`src/rtl/gm64_mem_pkg.sv`:
```
`default_nettype none
// ============================================================================
//  Module      : gm64_mem_pkg
//  Description : Shared encodings for the gm64 PSRAM access path: arbiter
//                state machine, access owner and memCtrl transfer size.
//  Revision    : 1.0  initial release
// ============================================================================
package gm64_mem_pkg;

    // Arbiter sequencing states
    localparam int                 STATE_W   = 3;
    localparam logic [STATE_W-1:0] IDLE      = 3'd0;
    localparam logic [STATE_W-1:0] ISSUE     = 3'd1;
    localparam logic [STATE_W-1:0] WAIT_BUSY = 3'd2;
    localparam logic [STATE_W-1:0] WAIT_DONE = 3'd3;
    localparam logic [STATE_W-1:0] RESP      = 3'd4;

    // Owner of the access currently in flight
    localparam int                 OWNER_W   = 2;
    localparam logic [OWNER_W-1:0] OWN_NONE  = 2'd0;
    localparam logic [OWNER_W-1:0] OWN_CPU   = 2'd1;
    localparam logic [OWNER_W-1:0] OWN_VIC   = 2'd2;

    // Every access moves exactly one byte through memCtrl
    localparam logic [3:0]         MEM_SINGLE_BYTE = 4'd1;

endpackage
`default_nettype wire

```
`src/rtl/psram_arbiter.sv`:
```
`default_nettype none
// ============================================================================
//  Module      : psram_arbiter
//  Description : Shares memCtrl between the 6502 CPU and the VIC6569 fetch
//                port. VIC has priority, a run counter lets a waiting CPU in
//                after VIC_MAX_RUN VIC grants. One byte access at a time:
//                CE pulse, wait for busy to rise and fall, acknowledge owner.
//  Revision    : 1.0  initial release
// ============================================================================
module psram_arbiter
    import gm64_mem_pkg::*;
#(
    parameter logic [6:0] CPU_BANK    = 7'd0,
    parameter logic [6:0] VIC_BANK    = 7'd0,
    parameter int         VIC_MAX_RUN = 4,
    parameter int         TIMEOUT     = 64
) (
    input  logic        clkRAM,
    input  logic        reset,
    input  logic        cpu_req,
    input  logic        cpu_we,
    input  logic [15:0] cpu_addr,
    input  logic [7:0]  cpu_wdata,
    output logic        cpu_ack,
    output logic [7:0]  cpu_rdata,
    input  logic        vic_req,
    input  logic [15:0] vic_addr,
    output logic        vic_ack,
    output logic [7:0]  vic_rdata,
    output logic        mem_ce,
    output logic        mem_write,
    output logic [6:0]  mem_bank,
    output logic [15:0] mem_addr,
    output logic [3:0]  mem_nbytes,
    output logic [7:0]  mem_wdata,
    input  logic [7:0]  mem_rdata,
    input  logic        mem_busy,
    output logic        err_timeout
);

    localparam int               RUN_W      = $clog2(VIC_MAX_RUN + 1);
    localparam int               TMO_W      = $clog2(TIMEOUT);
    localparam logic [RUN_W-1:0] c_run_max  = RUN_W'(VIC_MAX_RUN);
    localparam logic [TMO_W-1:0] c_tmo_last = TMO_W'(TIMEOUT - 1);

    logic [STATE_W-1:0] r_state;
    logic [STATE_W-1:0] w_next_state;
    logic [OWNER_W-1:0] r_owner;
    logic [RUN_W-1:0]   r_run;
    logic [TMO_W-1:0]   r_tmo;
    logic               r_err;
    logic               w_any_req;
    logic               w_pick_cpu;

    // VIC wins unless the CPU is waiting and the VIC has used up its run
    function automatic logic pick_cpu(input logic         cpu,
                                      input logic         vic,
                                      input logic [RUN_W-1:0] run);
        return cpu && (!vic || (run == c_run_max));
    endfunction

    assign w_any_req  = cpu_req | vic_req;
    assign w_pick_cpu = pick_cpu(cpu_req, vic_req, r_run);
    assign mem_nbytes = MEM_SINGLE_BYTE;

    // State register
    always_ff @(posedge clkRAM or negedge reset) begin
        if (!reset) r_state <= IDLE;
        else        r_state <= w_next_state;
    end

    // Next-state: one access sequenced from request to acknowledge
    always_comb begin
        w_next_state = r_state;
        case (r_state)
            IDLE:      if (w_any_req) w_next_state = ISSUE;
            ISSUE:     w_next_state = WAIT_BUSY;
            WAIT_BUSY: begin
                if (mem_busy)                 w_next_state = WAIT_DONE;
                else if (r_tmo == c_tmo_last) w_next_state = RESP;
            end
            WAIT_DONE: if (!mem_busy) w_next_state = RESP;
            RESP:      w_next_state = IDLE;
            default:   w_next_state = IDLE;
        endcase
    end

    // Outputs decoded from state: CE pulse, owner ack, timeout flag
    always_comb begin
        mem_ce      = (r_state == ISSUE);
        cpu_ack     = (r_state == RESP) && (r_owner == OWN_CPU);
        vic_ack     = (r_state == RESP) && (r_owner == OWN_VIC);
        err_timeout = (r_state == RESP) && r_err;
    end

    // Latch the winner's request; held stable until the next grant
    always_ff @(posedge clkRAM or negedge reset) begin
        if (!reset) begin
            r_owner   <= OWN_NONE;
            mem_addr  <= 16'h0000;
            mem_bank  <= 7'd0;
            mem_write <= 1'b0;
            mem_wdata <= 8'h00;
        end else if ((r_state == IDLE) && w_any_req) begin
            if (w_pick_cpu) begin
                r_owner   <= OWN_CPU;
                mem_addr  <= cpu_addr;
                mem_bank  <= CPU_BANK;
                mem_write <= cpu_we;
                mem_wdata <= cpu_wdata;
            end else begin
                r_owner   <= OWN_VIC;
                mem_addr  <= vic_addr;
                mem_bank  <= VIC_BANK;
                mem_write <= 1'b0;
                mem_wdata <= 8'h00;
            end
        end
    end

    // Starvation guard: count VIC grants taken while the CPU is waiting
    always_ff @(posedge clkRAM or negedge reset) begin
        if (!reset) begin
            r_run <= '0;
        end else if (!cpu_req) begin
            r_run <= '0;
        end else if ((r_state == IDLE) && w_any_req) begin
            if (w_pick_cpu)              r_run <= '0;
            else if (r_run != c_run_max) r_run <= r_run + 1'b1;
        end
    end

    // Busy-rise watchdog; the error flag survives until the next CE
    always_ff @(posedge clkRAM or negedge reset) begin
        if (!reset) begin
            r_tmo <= '0;
            r_err <= 1'b0;
        end else if (r_state == ISSUE) begin
            r_tmo <= '0;
            r_err <= 1'b0;
        end else if ((r_state == WAIT_BUSY) && !mem_busy) begin
            if (r_tmo == c_tmo_last) r_err <= 1'b1;
            else                     r_tmo <= r_tmo + 1'b1;
        end
    end

    // Capture read data as busy falls; a timed-out access never gets here
    always_ff @(posedge clkRAM or negedge reset) begin
        if (!reset) begin
            cpu_rdata <= 8'h00;
            vic_rdata <= 8'h00;
        end else if ((r_state == WAIT_DONE) && !mem_busy && !mem_write) begin
            if (r_owner == OWN_CPU)      cpu_rdata <= mem_rdata;
            else if (r_owner == OWN_VIC) vic_rdata <= mem_rdata;
        end
    end

endmodule
`default_nettype wire
```
`config.mk`:
```
export PLATFORM = sky130hd
export DESIGN_NAME = psram_arbiter
export DESIGN_NICKNAME = d
export VERILOG_FILES = /design/src/rtl/gm64_mem_pkg.sv /design/src/rtl/psram_arbiter.sv
export SDC_FILE = /design/constraint.sdc
export NUM_CORES = 1
export LEC_CHECK = 0
export ABC_AREA = 0
export CORE_MARGIN = 2
export CORE_UTILIZATION = 60
export DETAILED_ROUTE_END_ITERATION = 7
export DONT_BUFFER_PORTS = 1
export GPL_ROUTABILITY_DRIVEN = 1
export MAX_ROUTING_LAYER = met4
export PLACE_DENSITY = 0.83
export SETUP_SLACK_MARGIN = 0.15
export SLEW_MARGIN = 25
export SYNTH_ARGS = -nofsm -noshare
export SYNTH_HDL_FRONTEND = slang
export SYNTH_SLANG_ARGS = --single-unit
```
`constraint.sdc`:
```
create_clock -name clkRAM -period 2.8 [get_ports clkRAM]
set_clock_uncertainty 0.2 [all_clocks]
set_input_delay 0.28 -clock clkRAM [delete_from_list [all_inputs] [get_ports clkRAM]]
set_output_delay 0.28 -clock clkRAM [all_outputs]
set_load 0.01 [all_outputs]
```
==> results of run 1 <==
==> cells by family (layout without fill, tap and decap cells) <==
kind of cell             Yosys count  in the layout  synth area share [%]
AO/OA/AOI/OAI                     64             64                  20.0
flip-flops                        56             56                  53.6
AND/OR/NAND/NOR                   34             34                  9.90
buffers and inverters             28             69                  6.98
multiplexers                      18             18                  7.84
adder cells (fa/ha/maj)            3              3                  1.43
other                              2             11                 0.287
==> final cells by class <==
class | count | area, um^2
sequential | 56 | 1400
multi-input combinational | 130 | 1070
tap | 52 | 65.1
clock inverter | 2 | 35.0
timing repair buffer | 56 | 573
clock buffer | 6 | 72.6
inverter | 5 | 18.8
fill | 269 | 1030
==> synth_stat cells, types with 2 or more instances <==
cell,instances
a211oi_1,2
mux2_2,16
nor3b_1,2
and3_1,4
a21boi_0,17
nor4b_1,2
clkbuf_1,4
ha_1,3
nand2_1,5
buf_4,14
nand4b_2,2
dfrtp_1,56
a21o_1,4
a21oi_1,5
and2_1,2
buf_2,2
a22o_1,9
inv_1,5
a31oi_1,3
buf_6,3
nor2b_1,3
o211ai_1,2
nor2_1,3
conb_1,2
a311oi_1,2
a221o_1,16
==> power by group through the flow <==
stage          logic (W)  clock network [W]  registers (W)
4_1_cts         0.000892           0.000525        0.00155
3_3_place_gp    0.000738                  0        0.00154
3_5_place_dp    0.000812                  0        0.00155
5_1_grt         0.000994           0.000556        0.00159
2_1_floorplan   0.000754                  0        0.00144
6_report        0.000904           0.000519        0.00155
==> worst max-delay path: stages (launching register included) <==
cell and delay [ns]:
dfrtp_1 0.38, inv_1 0.07, ha_1 0.20, a21boi_0 0.54
o211a_1 0.62, a221o_1 0.27
==> per-stage QoR <==
| stage | util, % | instance area [um^2] | instances |
|---|---|---|---|
| 3_5_place_dp | 60.2 | 2570 | 245 |
| 3_3_place_gp | 60.2 | 2570 | 245 |
| 2_1_floorplan | - | 2650 | 214 |
| 4_1_cts | 75.8 | 3230 | 307 |
| 5_1_grt | 75.8 | 3230 | 307 |
| 6_report | 75.8 | 3230 | 307 |
==> registers in the layout, indices dropped and copies added (netlist names) <==
name and count:
mem_addr 16, mem_write 1, vic_rdata 8, r_owner 2, r_run 3, mem_wdata 8, r_state 3, r_err 1
r_tmo 6, cpu_rdata 8
==> layer usage <==
metal | vias to the layer above | share of wire [%] | GRT usage [%]
met5 | - | 0 | -
met1 | 968 | 37 | 30.2
met4 | 0 | 2.5 | 11.1
met2 | 100 | 55 | 48.9
met3 | 21 | 5.6 | 6.35
li1 | 850 | - | -
==> worst max-delay path by stage <==
stage,endpoint,cells after the start
final,mem_addr[14]$_DFFE_PN0P_,5
after global routing,mem_addr[14]$_DFFE_PN0P_,5
after CTS,mem_addr[4]$_DFFE_PN0P_,5
after detailed placement,mem_addr[4]$_DFFE_PN0P_,5
after global placement,mem_write$_DFFE_PN0P_,4
after floorplan,mem_addr[10]$_DFFE_PN0P_,7
==> results.ini, run 1 <==
[outcome]
status = complete, no violations

[critical_path]
rr_worst_depth = 5
startpoint = r_run[0]$_DFFE_PN0P_
cp_data_arrival_time_ns = 2.39
required_ns = 2.84
critPathLaunchType = flip-flop
ff2ff_setup_slack_ns = 0.45
cp_max_fo = 17
timing.rr.end = mem_addr[14]$_DFFE_PN0P_
r2r_start = r_run[0]$_DFFE_PN0P_
worstSetupPathType = flip-flop to flip-flop
endpoint_kind = flip-flop

[power_and_ir_drop]
p_sw_share_pct = 36.5
clkPwrFrac_pct = 17.5
p_leak_nw = 1.48
ir_drop_v = 0.000583
p_seq_share_pct = 52.1
p_int_w = 0.00189
power_density_nw_per_um2 = 920
power.switching_w = 0.00108
finalPower_w = 0.00297
power_frac_comb_pct = 30.4

[worst_hold_path]
whs_path_depth = 2
min_to = r_state[2]$_DFFE_PN0P_
holdCritStartpoint = mem_busy
hold_path.class = primary input to flip-flop

[layout]
drive_above_1_share_pct = 13.7
layout_common_cells = dfrtp_1, dlygate4sd3_1, a21boi_0
syn2layout_area_growth_pct = 23.5
antennaDiodeCount = 0
nets = 311
final_common_cell = dfrtp_1

[synth]
synth.distinct_cells = 43
synth_top_area_share_pct = 53.6
synth_top_cell_by_area = dfrtp_1
ys_async_sr_fraction_pct = 100
yosys_most_used_dff = dfrtp_1
synth_cells = 205
yosysSeqAreaShare_pct = 53.6
synth-seq-cells = 56
yosys_warnings = 0
syn_avg_cell_area_um2 = 12.8
yosys-top-cells-area = dfrtp_1, mux2_2, a221o_1, a21boi_0, buf_4
synth_edf_count = 0
synth_area_um2 = 2620

[cts]
clockBufferDepth = 2
cts_root_buffer = clkbuf_8
cts_hold_buf = 54
cts_setup_buffers = 0
cts.clk_slew.worst_paths_ns = 0.10
htree_num_levels = 2
cts-resized-gates = 0
cts_buffers = 5
cts_tree = built
clkLatencyLatePin_ns = 0.31
cts.sinks = 56

[global_route]
grt_overflow = 0
grt_pass1_wl_mm = 10.2
grt_util_all_layers_pct = 27.7
grt_max_degree = 57
grt_pass1_vias = 2106
grt_antenna_before_repair = 0

[placed_design]
port-buffer-count = 0
dp.final_hpwl_mm = 3.95
dp_slack_ns = 0.511
gp_congestion = 0.771

[route]
drt-total-wl_mm = 6.26
ant_nets = 0
drc = 0
wl_per_cell_um = 20.4
vias = 1939
via_per_inst = 6.32
dr.pass1.iters = 4
drt_iter0_drc = 158

[die]
row_count = 24
start_util_pct = 61.4
die_h_um = 70.0
dieArea_um2 = 4900
core-area_um2 = 4260
die-width_um = 70.0
io_pins = 110

[sta]
setup_tns_ns = 0
drv_slew = 0
tightest_slew_ns = 0.755
slew_headroom_pct = 49.5
layout_min_cycle_time_ns = 2.35
period_share_pct = 84.0
fmax_mhz = 425
finalWorstSetupSlack_ns = 0.448
setup_viol = 0
finalHoldViolations = 0
rsz0062_at_grt = no
hold_ws_ns = 0.0212

[flow_run]
max_cap_violations = 0

(Power assumes the default switching activity.)
==> run 2, diff against run 1 <==
Settings changed: CORE_UTILIZATION 60 to 56, PLACE_DENSITY 0.83 to 0.81.
Clock period 2.8 ns to 2.1 ns, I/O delays scaled along.
==> run 2 against run 1 <==
Count of clock-buffer cells in the layout is 1 lower. Worst setup slack worse by 0.25 ns. Register-to-register slack worse by 0.25 ns. Fmax grew 24%. Final area up 4.5%. Sequential share of layout area shrank 1.9 points. Worst hold slack gained 0.035 ns. Critical path depth up 1. Sequential power up 30%.
==> results.ini, run 2 (synthesis gave the netlist of run 1 again) <==
[outcome]
status = complete, no violations

[sta]
finalHoldViolations = 0
period_share_pct = 90.5
hold_ws_ns = 0.0565
slew_headroom_pct = 61.4
tightest_slew_ns = 0.577
drv_slew = 0
fmax_mhz = 526
layout_min_cycle_time_ns = 1.90
rsz0062_at_grt = yes
setup_viol = 0
setup_tns_ns = 0

[cts]
cts_buffers = 5
cts_tree = built
clockBufferDepth = 2
cts_root_buffer = clkbuf_8
cts.sinks = 56
htree_num_levels = 2
clkLatencyLatePin_ns = 0.31
cts.clk_slew.worst_paths_ns = 0.10

[die]
io_pins = 110
row_count = 24
dieArea_um2 = 5230
die-width_um = 72.4
start_util_pct = 59.3
die_h_um = 72.4
core-area_um2 = 4410

[power_and_ir_drop]
p_leak_nw = 1.55
ir_drop_v = 0.000706
power_density_nw_per_um2 = 1220

[route]
dr.pass1.iters = 4
drt-total-wl_mm = 6.71
vias = 2009
drt_iter0_drc = 242
drc = 0
wl_per_cell_um = 21.0
ant_nets = 0
via_per_inst = 6.28

[layout]
nets = 324
drive_above_1_share_pct = 19.8
final_common_cell = dfrtp_1
largest_reg_flops = 16
final_cells = 320
layout_common_cells = dfrtp_1, dlygate4sd3_1, a21boi_0, a221o_1, mux2_2
syn2layout_area_growth_pct = 29.1
antennaDiodeCount = 0
largest_register = mem_addr

[critical_path]
worstSetupPathType = flip-flop to flip-flop
cp_max_fo = 12
cp_data_arrival_time_ns = 1.89
endpoint_kind = flip-flop
required_ns = 2.09
critPathLaunchType = flip-flop

[flow_run]
max_cap_violations = 0

[worst_hold_path]
hold_path.class = primary input to flip-flop

[global_route]
grt_pass1_vias = 2134
grt_pass1_wl_mm = 10.8
grt_util_all_layers_pct = 28.6
grt_overflow = 0
grt_max_degree = 57
grt_antenna_before_repair = 0

[placed_design]
port-buffer-count = 0
dp.cells = 251
dp.final_hpwl_mm = 3.94
gp_congestion = 0.767

## run 2: cell types whose count changed in the layout (fill, tap and decap cells not counted), sizes merged
cell,delta
clkinvlp,+1
buf,+12
clkbuf,-1
nor3,+1
## run 2: metal layers
layer / routed length (um) / track usage, % / vias to the layer above
met3: 494 / 5.97 / 30
met4: 303 / 14.3 / 0
li1: - / - / 883
met5: 0 / - / -
met1: 2440 / 33.3 / 975
met2: 3460 / 47.1 / 121
## run 2: final timing paths
path,endpoint,startpoint,slack [ns],depth (start not counted)
worst max-delay path,mem_addr[2]$_DFFE_PN0P_,r_run[0]$_DFFE_PN0P_,0.20,6
worst min-delay path,r_run[1]$_DFFE_PN0P_,cpu_req,0.06,2
worst max register to register,mem_addr[2]$_DFFE_PN0P_,r_run[0]$_DFFE_PN0P_,0.20,6
worst min register to register,r_owner[0]$_DFFE_PN0P_,r_owner[0]$_DFFE_PN0P_,0.31,1
max in group asynchronous,vic_rdata[1]$_DFFE_PN0P_,reset,1.24,2
min in group asynchronous,r_state[1]$_DFFE_PN0P_,reset,0.24,2
## run 2: repair_timing
item / in CTS / in global routing
gates resized for setup: 3 / 6
buffers inserted: 0 / 6
setup endpoints to repair: 42 / 43
hold endpoints to repair: 103 / 0
pin swaps: 2 / 4
cloned: 1 / 0
hold buffers: 54 / 0
## run 2: stage by stage
| stage | worst slack [ns] | instance area (um^2) | util, % | total power (W) |
|---|---|---|---|---|
| 5_1_grt | 0.146 | 3380 | 76.5 | 0.00438 |
| 4_1_cts | 0.152 | 3310 | 74.9 | 0.00405 |
| 3_3_place_gp | 0.0566 | 2610 | 59.2 | 0.00309 |
| 6_report | 0.200 | 3380 | 76.5 | 0.00413 |
| 3_5_place_dp | -0.0807 | 2610 | 59.2 | 0.00321 |
| 2_1_floorplan | 0.216 | 2650 | - | 0.00292 |
## run 2: area by class of cell
class / instances / area [um^2]
Timing Repair Buffer: 68 / 674
Fill cell: 269 / 1040
Clock buffer: 5 / 68.8
Tap cell: 52 / 65.1
Multi-Input combinational cell: 131 / 1110
Clock inverter: 3 / 42.5
Sequential cell: 56 / 1400
Inverter: 5 / 18.8
## run 2: worst max-delay path: stages (launching register included)
cell and delay [ns]:
dfrtp_1 0.39, inv_1 0.08, ha_2 0.21, a21boi_4 0.10, o211a_1 0.25, buf_4 0.19
a221o_1 0.36
## run 2: power breakdown
group | total, W | internal [W] | switching [W]
registers | 0.00202 | 0.00152 | 0.000498
clock network | 0.000705 | 0.000353 | 0.000352
logic | 0.00141 | 0.000754 | 0.000656
total | 0.00413 | 0.00262 | 0.00151
==> run 3, diff against run 2 <==
Settings changed: RECOVER_POWER set to 100.
==> run 3 against run 2 <==
Register-to-register slack got worse by 0.07 ns. Core utilization decreased by 1.6 points. Largest cell class unchanged. Non-clock buffer count unchanged. Sequential power is essentially flat. Count of clock-buffer cells in the layout stayed put. Fmax is 3.8% lower. Sequential share of layout area grew 0.86 points. Total power is 1.2% lower. Final cell count stayed put.
==> results.ini, run 3 (synthesis gave the netlist of run 1 again) <==
[outcome]
status = complete, no violations

[sta]
period_share_pct = 94.0
layout_min_cycle_time_ns = 1.97
finalWorstSetupSlack_ns = 0.125
tightest_slew_ns = 1.22
hold_ws_ns = 0.0288
drv_slew = 0
slew_headroom_pct = 19.0
fmax_mhz = 506
finalHoldViolations = 0
rsz0062_at_grt = yes
setup_viol = 0

[layout]
drive_above_1_share_pct = 16.8
largest_register = mem_addr
final_common_cell = dfrtp_1
nets = 324
antennaDiodeCount = 0
layout_common_cells = dfrtp_1, dlygate4sd3_1, a21boi_0, a221o_1, mux2_2
final_area_um2 = 3310
syn2layout_area_growth_pct = 26.5
largest_reg_flops = 16
fillers = 285

[worst_hold_path]
whs_path_depth = 2
holdCritStartpoint = cpu_req
hold_path.class = primary input to flip-flop

[route]
via_per_inst = 6.26
drt_iter0_drc = 227
ant_nets = 0
highest_layer = met4
wl_per_cell_um = 21.2
dr.pass1.iters = 4
drt-total-wl_mm = 6.78
vias = 2004
drc = 0
dr_wl_met2_mm = 3.57
met1Wirelength_mm = 2.49
route.met3.wl_um = 499

[global_route]
grt_max_degree = 57
grt_pass1_vias = 2134
grt_util_all_layers_pct = 28.6
grt_overflow = 0
grt_pass1_wl_mm = 10.8
grt_antenna_before_repair = 0

[die]
io_pins = 110
row_count = 24
die_h_um = 72.4
start_util_pct = 59.3
dieArea_um2 = 5230
core-area_um2 = 4410
die-width_um = 72.4

[critical_path]
worstSetupPathType = flip-flop to flip-flop
cp_data_arrival_time_ns = 1.97
endpoint_kind = flip-flop
r2r_start = r_state[0]$_DFFE_PN0P_
cp_max_fo = 8
rr_worst_depth = 4
required_ns = 2.10
critPathLaunchType = flip-flop
startpoint = r_state[0]$_DFFE_PN0P_

[cts]
cts.clk_slew.worst_paths_ns = 0.10
cts.sinks = 56
cts_root_buffer = clkbuf_8
cts_buffers = 5
clkLatencyLatePin_ns = 0.31
clockBufferDepth = 2
cts_tree = built
htree_num_levels = 2

[placed_design]
dp_slack_ns = -0.0807
dpl_cell_area_um2 = 2610
dp.final_hpwl_mm = 3.94
gp_congestion = 0.767
port-buffer-count = 0

[power_and_ir_drop]
ir_drop_v = 0.000707
power_density_nw_per_um2 = 1230
p_leak_nw = 1.52
finalPower_w = 0.00408

[flow_run]
max_cap_violations = 0

## run 3: routing by layer
metal	vias to the layer above	GRT usage, %
met4	0	14.3
met2	123	47.1
li1	878	-
met5	-	-
met3	23	5.97
met1	980	33.3
## run 3: what timing repair did
action | CTS | global route
hold buffers | 54 | 0
resized for setup | 3 | 6
hold endpoints to repair | 103 | 0
gates cloned | 1 | 0
endpoints found under the setup margin | 42 | 43
pin swaps | 2 | 4
setup buffers | 0 | 6
## run 3: area by class of cell
type,instances,area [um^2],share of cell area (%)
Clock buffer,5,68.8,2.08
Clock inverter,3,42.5,1.29
Inverter,5,18.8,0.567
Multi-Input combinational cell,131,1070,32.3
Sequential cell,56,1400,42.3
Tap cell,52,65.1,1.97
Timing Repair Buffer,68,644,19.5
## run 3: worst paths after layout
check / slack [ns] / end
max in group asynchronous: 0.44 / vic_rdata[1]$_DFFE_PN0P_
min in group asynchronous: 0.53 / r_run[1]$_DFFE_PN0P_
worst min register to register: 0.31 / r_owner[0]$_DFFE_PN0P_
worst max-delay path: 0.13 / r_tmo[1]$_DFFE_PN0P_
worst min-delay path: 0.03 / r_run[1]$_DFFE_PN0P_
worst max register to register: 0.13 / r_tmo[1]$_DFFE_PN0P_
## run 3: report_power, final
group	switching, W	internal [W]
registers	0.000500	0.00152
clock network	0.000354	0.000353
logic	0.000642	0.000716
total	0.00150	0.00259
## run 3: worst max-delay path, cell delays in order, from the launching register on
cell and delay, ns:
dfrtp_1 0.40, buf_6 0.14, or4b_1 0.59, a21o_1 0.21
mux2_1 0.32
## run 3: through the flow
stage | util, % | TNS [ns] | std cells
6_report | 75.0 | 0 | 320
5_1_grt | 75.0 | 0 | 320
4_1_cts | 74.9 | 0 | 314
3_5_place_dp | 59.2 | -1.22 | 251
3_3_place_gp | 59.2 | 0 | 251
2_1_floorplan | - | 0 | 214
